File: config.mk
export PLATFORM = sky130hd
export DESIGN_NAME = alu24_accum_seq_flat
export DESIGN_NICKNAME = d
export VERILOG_FILES = /design/src/rtl/alu24_accum_seq_if.sv /design/src/rtl/alu24_accum_seq.sv /design/src/flat_wrapper.sv
export SDC_FILE = /design/constraint.sdc
export NUM_CORES = 1
export LEC_CHECK = 0
export CORE_ASPECT_RATIO = 1.5
export CORE_MARGIN = 1
export CORE_UTILIZATION = 39
export DETAILED_ROUTE_END_ITERATION = 7
export GPL_TIMING_DRIVEN = 0
export MAX_ROUTING_LAYER = met4
export PLACE_DENSITY = 0.81
export SKIP_LAST_GASP = 1
export SLEW_MARGIN = 20
export SYNTH_ARGS = -nofsm -noshare
export SYNTH_HDL_FRONTEND = slang
export SYNTH_SLANG_ARGS = --single-unit
File: constraint.sdc
create_clock -name CLK0 -period 1.9 [get_ports CLK0]
set_input_delay 0.38 -clock CLK0 [delete_from_list [all_inputs] [get_ports CLK0]]
set_output_delay 0.38 -clock CLK0 [all_outputs]
set_load 0.1 [all_outputs]
File: src/rtl/alu24_accum_seq_if.sv
// Bundle between the operand sequencer, its upstream term source, the ALU24A slice
// and the downstream sum consumer. `slave` is the sequencer, `master` the surroundings.
interface alu24_accum_seq_if #(
  parameter int COUNT_W = 8
);
  logic               s_valid;
  logic               s_ready;
  logic [17:0]        s_a;
  logic [17:0]        s_b;
  logic               s_sub;
  logic               s_signed;
  logic               s_last;

  logic [17:0]        MA;
  logic [17:0]        MB;
  logic               SIGNEDIA;
  logic               SIGNEDIB;
  logic [23:0]        CIN;
  logic               OPADDNSUB;
  logic               OPCINSEL;
  logic               CE_ALU;
  logic [23:0]        R;

  logic               m_valid;
  logic               m_ready;
  logic [23:0]        m_sum;
  logic [COUNT_W-1:0] m_count;

  modport slave (
    input  s_valid, s_a, s_b, s_sub, s_signed, s_last, R, m_ready,
    output s_ready, MA, MB, SIGNEDIA, SIGNEDIB, CIN, OPADDNSUB, OPCINSEL, CE_ALU,
           m_valid, m_sum, m_count
  );

  modport master (
    output s_valid, s_a, s_b, s_sub, s_signed, s_last, R, m_ready,
    input  s_ready, MA, MB, SIGNEDIA, SIGNEDIB, CIN, OPADDNSUB, OPCINSEL, CE_ALU,
           m_valid, m_sum, m_count
  );
endinterface

File: src/rtl/alu24_accum_seq.sv
// Operand sequencer for the ALU24A slice: feeds one term at a time, folds each
// result back through CIN and emits the 24-bit run sum with a saturating term count.
module alu24_accum_seq #(
  parameter int ALU_LATENCY = 1,
  parameter int COUNT_W     = 8
) (
  input  logic             CLK0,
  input  logic             RST0,
  alu24_accum_seq_if.slave io
);
  localparam logic [1:0] ST_IDLE = 2'd0;
  localparam logic [1:0] ST_EXEC = 2'd1;
  localparam logic [1:0] ST_OUT  = 2'd2;

  typedef struct packed {
    logic [17:0] a;
    logic [17:0] b;
    logic        sub;
    logic        sgn;
  } term_t;

  logic [1:0]           state;
  logic [ALU_LATENCY:0] vld_pipe;
  term_t                term_q;
  logic                 last_q;
  logic                 first_q;
  logic                 cinsel_q;
  logic [23:0]          acc;
  logic [COUNT_W-1:0]   cnt;
  logic                 accept;

  assign accept = io.s_valid & io.s_ready;

  // vld_pipe is a one-hot EXEC cycle tracker: the top bit marks the cycle in
  // which R reflects the held operands after the ALU's own register stages.
  always_ff @(posedge CLK0) begin
    if (RST0) begin
      state    <= ST_IDLE;
      vld_pipe <= '0;
      term_q   <= '0;
      last_q   <= 1'b0;
      first_q  <= 1'b1;
      cinsel_q <= 1'b0;
      acc      <= '0;
      cnt      <= '0;
    end else begin
      case (state)
        ST_IDLE: begin
          if (accept) begin
            term_q.a   <= io.s_a;
            term_q.b   <= io.s_b;
            term_q.sub <= io.s_sub;
            term_q.sgn <= io.s_signed;
            last_q     <= io.s_last;
            cinsel_q   <= ~first_q;
            vld_pipe   <= (ALU_LATENCY+1)'(1'b1);
            state      <= ST_EXEC;
          end
        end
        ST_EXEC: begin
          vld_pipe <= vld_pipe << 1;
          if (vld_pipe[ALU_LATENCY]) begin
            acc     <= io.R;
            first_q <= 1'b0;
            if (~&cnt) cnt <= cnt + 1'b1;
            state   <= last_q ? ST_OUT : ST_IDLE;
          end
        end
        ST_OUT: begin
          if (io.m_ready) begin
            acc     <= '0;
            cnt     <= '0;
            first_q <= 1'b1;
            state   <= ST_IDLE;
          end
        end
        default: state <= ST_IDLE;
      endcase
    end
  end

  assign io.s_ready   = (state == ST_IDLE) & ~RST0;
  assign io.CE_ALU    = (state == ST_EXEC);
  assign io.m_valid   = (state == ST_OUT);

  assign io.MA        = term_q.a;
  assign io.MB        = term_q.b;
  assign io.SIGNEDIA  = term_q.sgn;
  assign io.SIGNEDIB  = term_q.sgn;
  assign io.OPADDNSUB = term_q.sub;
  assign io.OPCINSEL  = cinsel_q;
  assign io.CIN       = acc;

  assign io.m_sum     = acc;
  assign io.m_count   = cnt;
endmodule

File: src/flat_wrapper.sv
// flat-port wrapper written by rule: the top's interface ports become plain ports
module alu24_accum_seq_flat 
#(
  parameter int ALU_LATENCY = 1,
  parameter int COUNT_W     = 8
)
  (CLK0, RST0, io_s_valid, io_s_a, io_s_b, io_s_sub, io_s_signed, io_s_last, io_R, io_m_ready, io_s_ready, io_MA, io_MB, io_SIGNEDIA, io_SIGNEDIB, io_CIN, io_OPADDNSUB, io_OPCINSEL, io_CE_ALU, io_m_valid, io_m_sum, io_m_count);
  alu24_accum_seq_if #(.COUNT_W(COUNT_W)) io_i ();
  input  logic CLK0;
  input  logic RST0;
  input wire logic [$bits(io_i.s_valid)-1:0] io_s_valid;
  input wire logic [$bits(io_i.s_a)-1:0] io_s_a;
  input wire logic [$bits(io_i.s_b)-1:0] io_s_b;
  input wire logic [$bits(io_i.s_sub)-1:0] io_s_sub;
  input wire logic [$bits(io_i.s_signed)-1:0] io_s_signed;
  input wire logic [$bits(io_i.s_last)-1:0] io_s_last;
  input wire logic [$bits(io_i.R)-1:0] io_R;
  input wire logic [$bits(io_i.m_ready)-1:0] io_m_ready;
  output wire logic [$bits(io_i.s_ready)-1:0] io_s_ready;
  output wire logic [$bits(io_i.MA)-1:0] io_MA;
  output wire logic [$bits(io_i.MB)-1:0] io_MB;
  output wire logic [$bits(io_i.SIGNEDIA)-1:0] io_SIGNEDIA;
  output wire logic [$bits(io_i.SIGNEDIB)-1:0] io_SIGNEDIB;
  output wire logic [$bits(io_i.CIN)-1:0] io_CIN;
  output wire logic [$bits(io_i.OPADDNSUB)-1:0] io_OPADDNSUB;
  output wire logic [$bits(io_i.OPCINSEL)-1:0] io_OPCINSEL;
  output wire logic [$bits(io_i.CE_ALU)-1:0] io_CE_ALU;
  output wire logic [$bits(io_i.m_valid)-1:0] io_m_valid;
  output wire logic [$bits(io_i.m_sum)-1:0] io_m_sum;
  output wire logic [$bits(io_i.m_count)-1:0] io_m_count;
  assign io_i.s_valid = io_s_valid;
  assign io_i.s_a = io_s_a;
  assign io_i.s_b = io_s_b;
  assign io_i.s_sub = io_s_sub;
  assign io_i.s_signed = io_s_signed;
  assign io_i.s_last = io_s_last;
  assign io_i.R = io_R;
  assign io_i.m_ready = io_m_ready;
  assign io_s_ready = io_i.s_ready;
  assign io_MA = io_i.MA;
  assign io_MB = io_i.MB;
  assign io_SIGNEDIA = io_i.SIGNEDIA;
  assign io_SIGNEDIB = io_i.SIGNEDIB;
  assign io_CIN = io_i.CIN;
  assign io_OPADDNSUB = io_i.OPADDNSUB;
  assign io_OPCINSEL = io_i.OPCINSEL;
  assign io_CE_ALU = io_i.CE_ALU;
  assign io_m_valid = io_i.m_valid;
  assign io_m_sum = io_i.m_sum;
  assign io_m_count = io_i.m_count;
  alu24_accum_seq #(.ALU_LATENCY(ALU_LATENCY), .COUNT_W(COUNT_W)) u_core (.CLK0(CLK0), .RST0(RST0), .io(io_i));
endmodule
==> flow_summary_export.csv, run 1 <==
group,metric,value,unit
status,status,"complete, no violations",
final_layout,nFillCells,640,
placement,place_area,4880,sq um
setup_path,path_buf_inv,1,
min_path,hp-class,"input port to flop",
power,switching_share,31.7,%
timing,finalWorstSetupSlack,24.7,ps
synth,syn_area,3020,sq um
final_layout,drive_gt1_share,28.8,%
die,rows,39,
die,die_h,110,microns
grt,grt_pass1_vias,2925,
grt,grtUsageTotal,23.3,%
route,drt_iter0_markers,173,
synth,synthCells,358,
power,intPower,2980,uW
min_path,hold_start,"RST0",
placement,portBuffers,164,
placement,place_hpwl,6850,microns
timing,rsz0062_at_grt,"true",
synth,seq_area_frac_synth,51.0,%
synth,synth-seq-cells,77,
power,leakage,0.00202,uW
setup_path,critPathArrivalTime,1500,ps
final_layout,final_util,67.7,%
setup_path,startpoint_type,"flop",
power,seqPwrFrac,39.7,%
synth,synth-edff-count,0,
clock_network,root_buffer,"clkbuf_16",
route,drtPass1Iterations,4,
clock_network,cts.htree.levels,3,
die,pin_count,166,
grt,grt_max_degree,13,
clock_network,numCtsBuffers,9,
route,vias,3110,
setup_path,max_stage_delay,840,ps
final_layout,area_growth,69.5,%
timing,fin_crit,1880,ps
synth,yosysWarnings,0,
timing,finalCritPeriodShare,98.7,%
clock_network,clock_path_buffers,2,
clock_network,postCtsSetupRepairBufs,0,
setup_path,critPathMaxFanout,2,
timing,tightest_slew,978,ps
route,route.detailed.drc,0,
flow_run,cap_violations,0,
timing,relSlewSlack,35.1,%
synth,yosysTopAreaCell,"dfxtp_1",
synth,netlist_top_cells_area,"dfxtp_1 (51%), nand2_1 (10%), o21ai_0 (7.1%)",
setup_path,cp-end-kind,"primary output",
final_layout,design_area,5120,sq um
setup_path,crit_type,"flop to primary output",
power,power.density,851,nW/um^2
timing,fmax,533,MHz
power,clkPwrFrac,37.2,%
route,vias_per_cell,4.86,
synth,synthTopCellsByCount,"nand2_1 (83), dfxtp_1 (77), o21ai_0 (43), nor2_1 (29), buf_4 (25)",
placement,pre_cts_ws,-498,ps
setup_path,worstPathCellList,"clkdlybuf4s15_1",
synth,synthDistinctLibCells,38,
placement,place_congestion,0.834,
synth,syn_area_per_cell,8.44,sq um
grt,grt_pass1_wl,13800,microns
setup_path,cp_slowest_cell,"clkdlybuf4s15_1",
die,core_area,7560,sq um
clock_network,clkSinkCount,77,
route,postRouteAntennaNets,0,
synth,synth_nets,426,
clock_network,cts_hold_buf,0,
setup_path,reg2reg_from,"u_core.io.m_count[0]",
clock_network,cts_tree,"done",
timing,skew,2.71,ps
die,initial_utilization,40.0,%
power,pwr-share-comb,23.1,%
synth,yosys.area.top_type_share,51.0,%
clock_network,cts.reportedPaths.clkPinSlew,60,ps
route,routedWlPerCell,14.3,microns
synth,synthFlopType,"dfxtp_1",
power,power_switching,1380,uW
setup_path,critPathRequiredTime,1520,ps
timing,setup_viol,0,
route,wirelength,9120,microns
synth,yosys.cell_count.top_type,"nand2_1",
final_layout,antenna_cells,0,
setup_path,startpoint,"u_core.io.MB[3]",
die,die_x,73.9,microns
final_layout,fin_nets,601,
setup_path,crit_family,"buffers and inverters",
timing,hold_viol_final,0,
power,irDropWorstVdd,0.636,mV
synth,synthArstFlopShare,0,%
clock_network,clock_latency,330,ps
grt,overflow,0,
grt,antenna_found_initial,0,
timing,maxSlewViolCount,0,
die,die_area,8110,sq um
kinds of logic (layout without fill, tap and decap cells):
group | Yosys count | in the layout | synth area share [%]
mux | 1 | 1 | 0.331
compound gates | 90 | 90 | 18.6
fa+ha+maj | 1 | 1 | 0.414
simple gates | 136 | 136 | 19.4
flops | 77 | 77 | 51.0
buf+inv | 53 | 233 | 10.3
state kept, by name (all words and copies together) (netlist names):
signal / cells
u_core.vld_pipe: 2
u_core.io.MA: 18
u_core.io.SIGNEDIA: 1
u_core.first_q: 1
u_core.io.OPCINSEL: 1
u_core.state: 2
u_core.io.m_count: 8
u_core.io.MB: 18
u_core.last_q: 1
u_core.io.CIN: 24
u_core.io.OPADDNSUB: 1
cells in the final DEF (no fill, tap or decap), drive strengths merged, types with 2 or more instances in the layout:
cell and n:
o32ai 2, a22oi 24, nor3 4, clkdlybuf4s15 73, inv 6, buf 39, and3 2, clkbuf 47
dfxtp 77, and4 2, and3b 2, nand2 83, clkdlybuf4s50 65, a21oi 11, a31oi 4, o21ai 44
nor2 30, nand2b 2, nand3 5
path summary, 6_finish.rpt:
| check | end | slack, ps | cells after the start |
|---|---|---|---|
| hold / removal | u_core.io.m_count[7] | 250 | 2 |
| setup reg to reg | u_core.io.m_count[0] | 170 | 4 |
| hold reg to reg | u_core.vld_pipe[1] | 450 | 2 |
| setup / recovery | io_MB[3] | 20 | 1 |
timing repair:
| item | CTS | global route |
|---|---|---|
| gates cloned | 0 | 0 |
| gates resized for setup | 248 | 46 |
| hold endpoints to repair | 0 | 0 |
| setup endpoints to repair | 99 | 36 |
power groups by stage:
| stage | clock, uW | sequential, uW | combinational [uW] |
|---|---|---|---|
| floorplan | 0 | 2240 | 242 |
| global placement | 0 | 1760 | 1040 |
| detailed placement | 0 | 1770 | 1050 |
| CTS | 1650 | 1730 | 1020 |
| global route | 1730 | 1740 | 1040 |
| finish | 1620 | 1730 | 1000 |
worst reg2reg max path, stage by stage (launching register included):
cell and delay [ps]:
dfxtp_4 370, ha_1 250, nand4_2 170, o311ai_0 630
o21ai_0 160
area by class of cell:
type | count | area (sq um) | share of cell area (%)
buffer | 47 | 352 | 6.87
clock buffer | 14 | 244 | 4.76
clock inverter | 2 | 35.0 | 0.684
inverter | 6 | 22.5 | 0.440
multi-input combinational | 228 | 1180 | 23.0
sequential | 77 | 1560 | 30.4
tap | 102 | 128 | 2.49
timing repair buffer | 164 | 1600 | 31.3
routing by layer:
layer	part of all wire (%)	global-route usage, %	vias up
li1	-	-	1549
met1	39	24.8	1436
met2	54	39.8	107
met3	4.9	5.68	18
met4	2.8	11.5	0
met5	0	-	-
metrics by stage:
| step | setup TNS, ps | power, uW | hold WS, ps | cells |
|---|---|---|---|---|
| finish | 0 | 4360 | 247 | 640 |
| detailed placement | -3000 | 2820 | 447 | 624 |
| global route | -44.6 | 4520 | 241 | 640 |
| floorplan | -3730 | 2480 | 432 | 358 |
| CTS | -273 | 4400 | 239 | 640 |
| global placement | -2580 | 2810 | 439 | 624 |
Power figures use the tool's default switching activity.
==> run 2: changes to the inputs <==
Settings changed: CORE_MARGIN 1 to 5.
==> flow_summary_export.csv, run 2 (synthesis results as in run 1) <==
group,metric,value,unit
min_path,hold_depth,2,
timing,rsz0062_at_grt,"true",
grt,overflow,0,
setup_path,cp_slowest_cell,"clkdlybuf4s15_1",
setup_path,reg2regPathDepth,4,
route,postRouteAntennaNets,0,
setup_path,path_buf_inv,1,
setup_path,critPathRequiredTime,1520,ps
setup_path,startpoint,"u_core.io.MA[11]",
final_layout,final_cell_mix,"nand2_1 (83), dfxtp_1 (69), clkdlybuf4s50_1 (65), clkdlybuf4s15_2 (59), o21ai_1 (39)",
status,status,"complete, no violations",
power,leakage,0.00200,uW
setup_path,critPathMaxFanout,2,
timing,relSlewSlack,35.4,%
route,drtPass1Iterations,4,
die,die_area,9640,sq um
route,wirelength,9560,microns
final_layout,register_area,1560,sq um
clock_network,cts_tree,"done",
setup_path,cp-end-kind,"primary output",
timing,final.setup.tns,0,ps
final_layout,multi_input_area,1180,sq um
flow_run,cap_violations,0,
timing,hold_slack,255,ps
final_layout,nFillCells,632,
die,die_h,118,microns
power,power.density,818,nW/um^2
timing,skew,4.85,ps
grt,grt_pass1_vias,3101,
clock_network,clock_latency,320,ps
clock_network,clock_path_buffers,2,
clock_network,root_buffer,"clkbuf_16",
route,routedWlPerCell,15.0,microns
placement,portBuffers,164,
grt,grt_pass1_wl,15300,microns
power,irDropWorstVdd,0.531,mV
min_path,hold_start,"RST0",
placement,place_hpwl,7390,microns
clock_network,cts.reportedPaths.clkPinSlew,50,ps
grt,grtUsageTotal,20.9,%
setup_path,startpoint_type,"flop",
final_layout,layout_commonest_cell,"nand2_1",
grt,antenna_found_initial,0,
timing,maxSlewViolCount,0,
final_layout,largest_register_ffs,24,
timing,hold_viol_final,0,
die,pin_count,166,
die,die_x,81.9,microns
timing,tightest_slew,973,ps
setup_path,reg2reg_from,"u_core.io.m_count[0]",
placement,place_congestion,0.860,
route,route.detailed.drc,0,
clock_network,clkSinkCount,77,
die,initial_utilization,39.7,%
route,vias,3109,
setup_path,max_stage_delay,830,ps
min_path,hp-class,"input port to flop",
placement,place_area,4880,sq um
final_layout,antenna_cells,0,
die,rows,39,
clock_network,numCtsBuffers,9,
timing,finalCritPeriodShare,98.4,%
final_layout,fin_nets,601,
die,core_area,7610,sq um
setup_path,crit_type,"flop to primary output",
setup_path,crit_cells,1,
final_layout,drive_gt1_share,27.3,%
final_layout,design_area,5120,sq um
setup_path,crit_family,"buffers and inverters",
final_layout,area_growth,69.4,%
timing,fmax,535,MHz
clock_network,postCtsSetupRepairBufs,0,
clock_network,cts.htree.levels,3,
setup_path,critPathArrivalTime,1490,ps
grt,grt_max_degree,12,
clock_network,cts_hold_buf,0,
route,drt_iter0_markers,143,
timing,setup_viol,0,
timing,fin_crit,1870,ps
route,vias_per_cell,4.89,
setup_path,worstPathCellList,"clkdlybuf4s15_1",
==> run 2: cell types whose count changed in the layout (fill, tap and decap cells not counted), sizes merged <==
cell / delta
clkbuf: -9
clkdlybuf4s18: -1
clkinv: -1
clkdlybuf4s15: +7
bufinv: -1
buf: +1
==> run 2: worst register-to-register path: cells and delay by family (launching register included) <==
| family | cells | cell delay (ps) |
|---|---|---|
| AOI/OAI and AO/OA | 2 | 810 |
| and+or+nand+nor | 1 | 160 |
| DFF | 1 | 370 |
| adders and majority gates | 1 | 250 |
==> run 2: routing by layer <==
| metal | wire (microns) | GRT usage [%] | vias up |
|---|---|---|---|
| met1 | 3600 | 23.0 | 1468 |
| met3 | 404 | 2.60 | 17 |
| met2 | 5300 | 35.9 | 85 |
| met5 | 0 | - | - |
| li1 | - | - | 1539 |
| met4 | 257 | 10.2 | 0 |
==> run 2: stage by stage <==
step,cells,setup slack [ps],utilization (%),total power [uW]
6_report,636,30.5,67.2,4190
5_1_grt,636,-18.5,67.2,4350
4_1_cts,636,-234,68.0,4230
3_5_place_dp,624,-454,64.1,2820
3_3_place_gp,624,-469,64.1,2810
2_1_floorplan,358,-96.9,-,2480
==> run 2: cell type report <==
| class | count | area share (%) |
|---|---|---|
| clock buffer | 12 | 4.82 |
| timing repair buffer | 164 | 31.9 |
| buffer | 47 | 6.87 |
| inverter | 6 | 0.440 |
| sequential | 77 | 30.4 |
| multi-input combinational | 228 | 23.1 |
| tap | 102 | 2.49 |
==> run 2: final timing paths <==
check	end	slack, ps
max	io_MA[11]	30
min	u_core.io.m_count[7]	250
max reg2reg	u_core.io.m_count[3]	190
min reg2reg	u_core.io.OPADDNSUB	450
==> run 2: where the power goes <==
part	leakage [uW]	switching (uW)	internal [uW]	total [uW]
combinational	0.00125	731	276	1010
sequential	0.000633	43.7	1690	1730
clock	0.000120	556	889	1450
total	0.00200	1330	2860	4190
==> run 2: repair_timing <==
action                                  in CTS  in global routing
endpoints found under the setup margin      99                 34
endpoints found under the hold margin        0                  0
gates resized for setup                    244                 43
cloned                                       0                  0
